--- src/rtl/fir_sample_driver.sv ---
// rtl/fir_sample_driver.sv - sequencer that streams a loaded sample buffer into the FIR start/halt interface
// and captures the result, with a watchdog on the filter's done strobe.
module fir_sample_driver #(
  parameter int DEPTH   = 16,
  parameter int TIMEOUT = 64
) (
  input  logic       clk,
  input  logic       rst,
  input  logic       wr_en,
  input  logic [3:0] wr_addr,
  input  logic [3:0] wr_data,
  input  logic [4:0] len,
  input  logic       go,
  output logic       busy,
  output logic       fir_start,
  output logic [3:0] fir_in,
  output logic       fir_halt,
  input  logic       fir_done,
  input  logic [8:0] fir_y,
  output logic [8:0] result,
  output logic       result_valid,
  output logic       timeout_err
);

  localparam int             WDW       = (TIMEOUT > 2) ? $clog2(TIMEOUT) : 1;
  localparam logic [WDW-1:0] WD_LAST   = WDW'(TIMEOUT - 1);
  localparam logic [3:0]     IDX_MASK  = 4'(DEPTH - 1);
  localparam logic [4:0]     DEPTH_LEN = 5'(DEPTH);

  typedef enum logic [2:0] {
    S_IDLE,
    S_START,
    S_STREAM,
    S_HALT,
    S_WAIT,
    S_DONE
  } state_t;

  state_t         state;
  logic [3:0]     sample_buf [16];
  logic [3:0]     idx;
  logic [4:0]     remaining;
  logic [WDW-1:0] wd;

  // Buffer is software-loaded and deliberately not reset.
  always_ff @(posedge clk) begin
    if (wr_en && state == S_IDLE) begin
      sample_buf[wr_addr & IDX_MASK] <= wr_data;
    end
  end

  always_ff @(posedge clk or posedge rst) begin
    if (rst) begin
      state        <= S_IDLE;
      busy         <= 1'b0;
      fir_start    <= 1'b0;
      fir_in       <= 4'd0;
      fir_halt     <= 1'b0;
      result       <= 9'd0;
      result_valid <= 1'b0;
      timeout_err  <= 1'b0;
      idx          <= 4'd0;
      remaining    <= 5'd0;
      wd           <= '0;
    end else begin
      fir_start    <= 1'b0;
      fir_halt     <= 1'b0;
      fir_in       <= 4'd0;
      result_valid <= 1'b0;
      case (state)
        S_IDLE: begin
          if (go && len != 5'd0) begin
            state       <= S_START;
            busy        <= 1'b1;
            timeout_err <= 1'b0;
            fir_start   <= 1'b1;
            idx         <= 4'd0;
            remaining   <= (len > DEPTH_LEN) ? DEPTH_LEN : len;
          end
        end
        S_START: begin
          fir_in    <= sample_buf[idx];
          idx       <= (idx + 4'd1) & IDX_MASK;
          remaining <= remaining - 5'd1;
          state     <= S_STREAM;
        end
        S_STREAM: begin
          // remaining counts samples not yet presented; zero means the last one is on fir_in now.
          if (remaining == 5'd0) begin
            fir_halt <= 1'b1;
            state    <= S_HALT;
          end else begin
            fir_in    <= sample_buf[idx];
            idx       <= (idx + 4'd1) & IDX_MASK;
            remaining <= remaining - 5'd1;
          end
        end
        S_HALT: begin
          wd    <= '0;
          state <= S_WAIT;
        end
        S_WAIT: begin
          if (fir_done) begin
            result       <= fir_y;
            result_valid <= 1'b1;
            state        <= S_DONE;
          end else if (wd == WD_LAST) begin
            timeout_err <= 1'b1;
            busy        <= 1'b0;
            state       <= S_IDLE;
          end else begin
            wd <= wd + 1'b1;
          end
        end
        S_DONE: begin
          busy  <= 1'b0;
          state <= S_IDLE;
        end
        default: state <= S_IDLE;
      endcase
    end
  end

endmodule

--- config.mk ---
export PLATFORM = sky130hd
export DESIGN_NAME = fir_sample_driver
export DESIGN_NICKNAME = d
export VERILOG_FILES = /design/src/rtl/fir_sample_driver.sv
export SDC_FILE = /design/constraint.sdc
export NUM_CORES = 1
export LEC_CHECK = 0
export BUFFER_PORTS_ARGS = -buffer_cell sky130_fd_sc_hd__buf_2
export CAP_MARGIN = 15
export CORE_ASPECT_RATIO = 0.75
export CORE_UTILIZATION = 53
export DETAILED_ROUTE_END_ITERATION = 7
export PLACE_DENSITY = 0.76
export SYNTH_ARGS = -nofsm -noshare
export SYNTH_HDL_FRONTEND = slang
export SYNTH_SLANG_ARGS = --single-unit
--- constraint.sdc ---
create_clock -name clk -period 1.95 [get_ports clk]
set_input_delay 0.39 -clock clk [delete_from_list [all_inputs] [get_ports clk]]
set_output_delay 0.39 -clock clk [all_outputs]
set_load 0.01 [all_outputs]
# Yosys cells after proc, flatten, opt, wreduce, memory -nomap -nowiden
# Memories as Yosys holds them, arrays and structs flattened.
# Cells that the tools add are included.
# word_totals
in_bits	27
ff_bits	36
mem_bits_rw	64
elab_cells	77
memories	1
# op_classes
mux	33
add_sub_neg	3
n_eq_ne	13
n_reduce_logical	15
magnitude_cmp	1
# memory_table
name	depth	width	rd	rd_ports_with_merged_regs	wr	line	rtl
sample_buf	16	4	1	0	1	40	logic [3:0] sample_buf [16];
# op_table
cell	count
5-bit 2-to-1 mux	3
3-bit case mux with 5 select lines	1
5-bit case mux with 3 select lines	1
1-bit 2-to-1 mux	14
3-bit 2-to-1 mux	4
4-bit 2-to-1 mux	3
6-bit 2-to-1 mux	2
4-bit case mux with 3 select lines	1
6-bit case mux with 2 select lines	1
2-bit inequality test, second input constant	5
3-bit AND reduction	3
4-bit case mux with 2 select lines	1
4-bit AND reduction	2
6-bit by 1-bit adder with 6-bit output, second input constant	1
3-bit by 2-bit == test with 1-bit output, second input constant	2
3-bit == test, second input constant	2
6-bit == test, second input constant	1
3-bit nonzero test	2
5-bit > comparator, second input constant	1
5-bit zero test	1
5-bit nonzero test	1
5-bit by 1-bit subtractor with 5-bit output, second input constant	1
4-bit by 1-bit adder with 4-bit output, second input constant	1
2-bit nonzero test	2
other kinds (8)	9

# Logic depth before layout (Yosys ltp)
# depth
word_depth	4
mapped_depth	6

# Least setup slack after synthesis
# Ideal clock, no wire load.
# synth_path
path_kind	register to register
from	register state[1]
to	memory sample_buf[0][0] (enable)
n_path_buf	1
arrival_time_ns	1.738
setup_time_ns	0.361
slack_ns	-0.149
stages_incl_launch_ff	5
cell_sequence	dfrtp_1 -> buf_2 -> or4b_1 -> or3_1 -> nor3_1
# synth_via
elab_chain_len	4
# synth_rtl
item	line	rtl
from (decl)	39	state_t state;
from (signal assigned)	54	state <= S_IDLE;
from (signal assigned)	73	state <= S_START;
from (signal assigned)	85	state <= S_STREAM;
3-bit zero test	47	if (wr_en && state == S_IDLE) begin
1-bit logical AND	47	
1-bit 2-to-1 mux	47	
1-bit 2-to-1 mux (implied by the code)	48	sample_buf[wr_addr & IDX_MASK] <= wr_data;
to (decl)	40	
# No other way between the ends.

# Worst setup path in the final report
# layout_path
from	register remaining[1]
to	register remaining[1]
# layout_via
elab_chain_len	3
# layout_rtl
item	line	rtl
from (decl)	42	logic [4:0] remaining;
from (signal assigned)	78	remaining <= (len > DEPTH_LEN) ? DEPTH_LEN : len;
from (signal assigned)	84	remaining <= remaining - 5'd1;
from (signal assigned)	95	remaining <= remaining - 5'd1;
5-bit by 1-bit subtractor with 5-bit output or 5-bit zero test (tied branches)	84, 95, 89	
5-bit 2-to-1 mux or 2-bit inequality test (tied branches)	-	
5-bit case mux with 3 select lines or 3-bit AND reduction (tied branches)	-	
# Several ways; a longest one is shown, not always the timed one. The select of a mux whose other input is x is not followed.
# A chain may end at the register's enable or synchronous reset.

==> flow_summary.json <==
{
  "port_buffers": 44,
  "slew_headroom_pct": 58.43,
  "synth_warnings": 0,
  "dieArea_um2": 8521,
  "cp.arrival_ns": 2.13,
  "clk_latency_ns": 0.36,
  "cp-startpoint": "remaining[1]",
  "period_share_pct": 96.72,
  "leakagePower_uw": 0.001983,
  "r2r_start": "remaining[1]",
  "netSwitchingFraction_pct": 32.00,
  "yosysSeqAreaShare_pct": 65.33,
  "dp_cells": 449,
  "holdCritPathClass": "primary input to async pin",
  "final_cell_area_um2": 5101,
  "via_per_inst": 5.750,
  "grt_pass1_wl_mm": 13.55,
  "power_frac_comb_pct": 36.5,
  "core_um2": 7883,
  "dp_hpwl_mm": 5.881,
  "synth_edf_count": 64,
  "synthesis.area_um2": 4320,
  "grt_pass1_vias": 2635,
  "grt_max_degree": 37,
  "clk_pin_slew_ns": 0.10,
  "antenna_found_initial": 0,
  "final_util_pct": 64.71,
  "ir_worst_vdd_v": 0.0005345,
  "fin_cells": 468,
  "clk_path_buf_depth": 2,
  "rows": 28,
  "area_growth_pct": 18.07,
  "clock_skew_ns": 0.009322,
  "synthCells": 286,
  "drt_pass1_iterations": 4,
  "synth_commonest_cells": "64 x edfxtp_1, 36 x dfrtp_1, 21 x nor2_1, 16 x mux4_2, 13 x o21ai_0",
  "ys.flop_type": "edfxtp_1",
  "ys_ff_latch": 100,
  "holdWs_ns": 0.1046,
  "gp_congestion": 0.8793,
  "vias": 2691,
  "antenna_cells": 0,
  "nNetsFinal": 388,
  "routed_wl_mm": 8.359,
  "clkSinkCount": 100,
  "fp.dieH_um": 80.19,
  "crit_path_start_kind": "flip-flop",
  "critPathMaxFanout": 7,
  "avgSynthCellArea_um2": 15.11,
  "rsz0062_at_grt": "false",
  "status": "completed",
  "synthTopCellsByArea": "edfxtp_1 44%, dfrtp_1 21%, mux4_2 8.3%, mux2_2 2.3%, mux2i_1 1.9%",
  "cp_cell_sequence": "inv_1 > ha_4 > or4b_4 > a21oi_4 > a21oi_4 > mux2_4",
  "synth_top_cell_area_share_pct": 44.48,
  "maxCapViolations": 0,
  "setup.worst_path.class": "flip-flop to flip-flop",
  "powerDensity_nw_per_um2": 1289,
  "max_stage_delay_ns": 0.51,
  "gr-total-overflow": 0,
  "fp.dieW_um": 106.3,
  "p_int_uw": 4472,
  "antenna_left": 0,
  "tritoncts": "done",
  "ys_async_sr_fraction_pct": 36.00,
  "yosysMostFrequentCell": "edfxtp_1",
  "layout_min_cycle_time_ns": 1.886,
  "worstMarginPinSlew_ns": 0.6235,
  "yosys.area.top_type": "edfxtp_1",
  "grt_usage_pct": 22.04,
  "numCtsBuffers": 9,
  "drive_gt1_share_pct": 35.26,
  "fmax_mhz": 530.2,
  "drc": 0,
  "post_dp_cell_area_um2": 4825,
  "setup_slack_ns": 0.06391,
  "syn_nets": 316,
  "cp_common_cell": "a21oi_4",
  "setup_viol": 0,
  "crit_path_top_delay_cell": "or4b_4",
  "synth_cell_type_count": 52,
  "cp.required_ns": 2.19,
  "wl_per_cell_um": 17.86,
  "ios": 45,
  "cts-root-buf": "clkbuf_8",
  "maxSlewViolCount": 0,
  "post-place-ws_ns": -0.09198,
  "initial_utilization_pct": 54.81,
  "n_fill_cell": 583,
  "htreeDepth": 3,
  "p_sw_uw": 2104,
  "clkPwrFrac_pct": 21.7,
  "drt_iter0_markers": 151,
  "pwr-share-seq_pct": 41.8,
  "finalHoldViolations": 0,
  "cp-end-kind": "flip-flop"
}
-- state kept, by name (all words and copies together) (netlist names) --
register / cells
result: 9
fir_in: 4
fir_halt: 1
sample_buf: 64
fir_start: 1
wd: 6
remaining: 5
busy: 1
timeout_err: 1
result_valid: 1
state: 3
idx: 4
-- cell usage in the layout (no fill, tap or decap), types with 2 or more instances in the layout --
| cell | count |
|---|---|
| clkbuf_8 | 9 |
| a22o_2 | 2 |
| nor3_1 | 10 |
| a31oi_1 | 2 |
| bufinv_16 | 2 |
| nor2b_1 | 7 |
| xor2_1 | 4 |
| mux2_2 | 9 |
| ha_1 | 2 |
| o221ai_1 | 2 |
| buf_4 | 27 |
| nand2_1 | 11 |
| nor2_1 | 19 |
| or4b_4 | 2 |
| o21ai_0 | 13 |
| edfxtp_1 | 64 |
| mux2i_1 | 8 |
| a21oi_4 | 2 |
| and2_1 | 2 |
| nor2_2 | 2 |
| o2111ai_1 | 2 |
| mux4_2 | 16 |
| o31ai_1 | 2 |
| dfrtp_1 | 36 |
| o211ai_1 | 2 |
| inv_6 | 2 |
| a211oi_1 | 10 |
| buf_2 | 44 |
| a2bb2oi_1 | 2 |
| a21oi_1 | 4 |
| nand2b_1 | 3 |
| inv_1 | 9 |
| nand3_1 | 4 |
-- worst max-delay path, delay by kind of cell, from the launching register on --
family,cells,cell delay [ns]
and+or+nand+nor,1,0.51
DFF,1,0.40
adders and majority gates,1,0.14
muxes,1,0.31
buffers and inverters,1,0.10
AOI/OAI and AO/OA,2,0.32
-- what timing repair did --
item / 4_1_cts / 5_1_grt
hold buffers: 0 / 0
endpoints found under the setup margin: 8 / 21
pin swaps: 0 / 3
gates resized for setup: 3 / 5
setup buffers: 0 / 3
-- power by group through the flow --
| stage | Clock, µW | Sequential (µW) | Combinational [µW] |
|---|---|---|---|
| after detailed placement | 0 | 2790 | 2300 |
| after global routing | 1540 | 2780 | 2620 |
| after CTS | 1470 | 2750 | 2330 |
| after floorplan | 0 | 2800 | 1540 |
| final | 1430 | 2750 | 2400 |
| after global placement | 0 | 2770 | 2270 |
-- stage by stage --
stage,setup TNS (ns),total power (µW)
floorplan,-0.2780,4336
global placement,-0.3907,5044
detailed placement,-0.8718,5095
CTS,0,6543
global route,0,6942
finish,0,6576
-- per-layer routing --
layer / vias up / share of wire [%] / GRT usage (%)
met1: 1307 / 44 / 31.23
met2: 124 / 47 / 34.03
met4: 0 / 1.1 / 8.194
met5: - / 0 / 0
met3: 6 / 7.5 / 4.464
li1: 1254 / - / -
-- area by class of cell --
cell class	instances	area, µm²	area share (%)
sequential	100	2823	55.33
multi-input combinational	165	1445	28.33
timing repair buffer	72	442.9	8.683
tap	105	131.4	2.575
clock buffer	9	123.9	2.428
clock inverter	7	97.59	1.913
inverter	10	37.54	0.7358
-- kinds of logic (layout without fill, tap and decap cells) --
| logic type | Yosys count | count (layout) | synth area share (%) |
|---|---|---|---|
| flip-flops | 100 | 100 | 65.33 |
| AND/OR/NAND/NOR | 69 | 69 | 8.167 |
| AO/OA/AOI/OAI | 54 | 54 | 9.644 |
| multiplexers | 34 | 34 | 12.89 |
| buffers and inverters | 21 | 98 | 2.085 |
| XOR/XNOR | 5 | 5 | 1.014 |
| adder cells (fa/ha/maj) | 3 | 3 | 0.8689 |
-- worst paths after layout --
| path | slack [ns] | cells after the start | to |
|---|---|---|---|
| hold / removal | 0.10 | 3 | result[3] |
| min in group clk | 0.26 | 2 | result[1] |
| hold reg to reg | 0.51 | 1 | result[4] |
| setup reg to reg | 0.06 | 6 | remaining[1] |
| setup / recovery | 0.06 | 6 | remaining[1] |
| max in group asynchronous | 1.50 | 3 | remaining[0] |
Note: power is estimated with default switching activity, not from simulation.
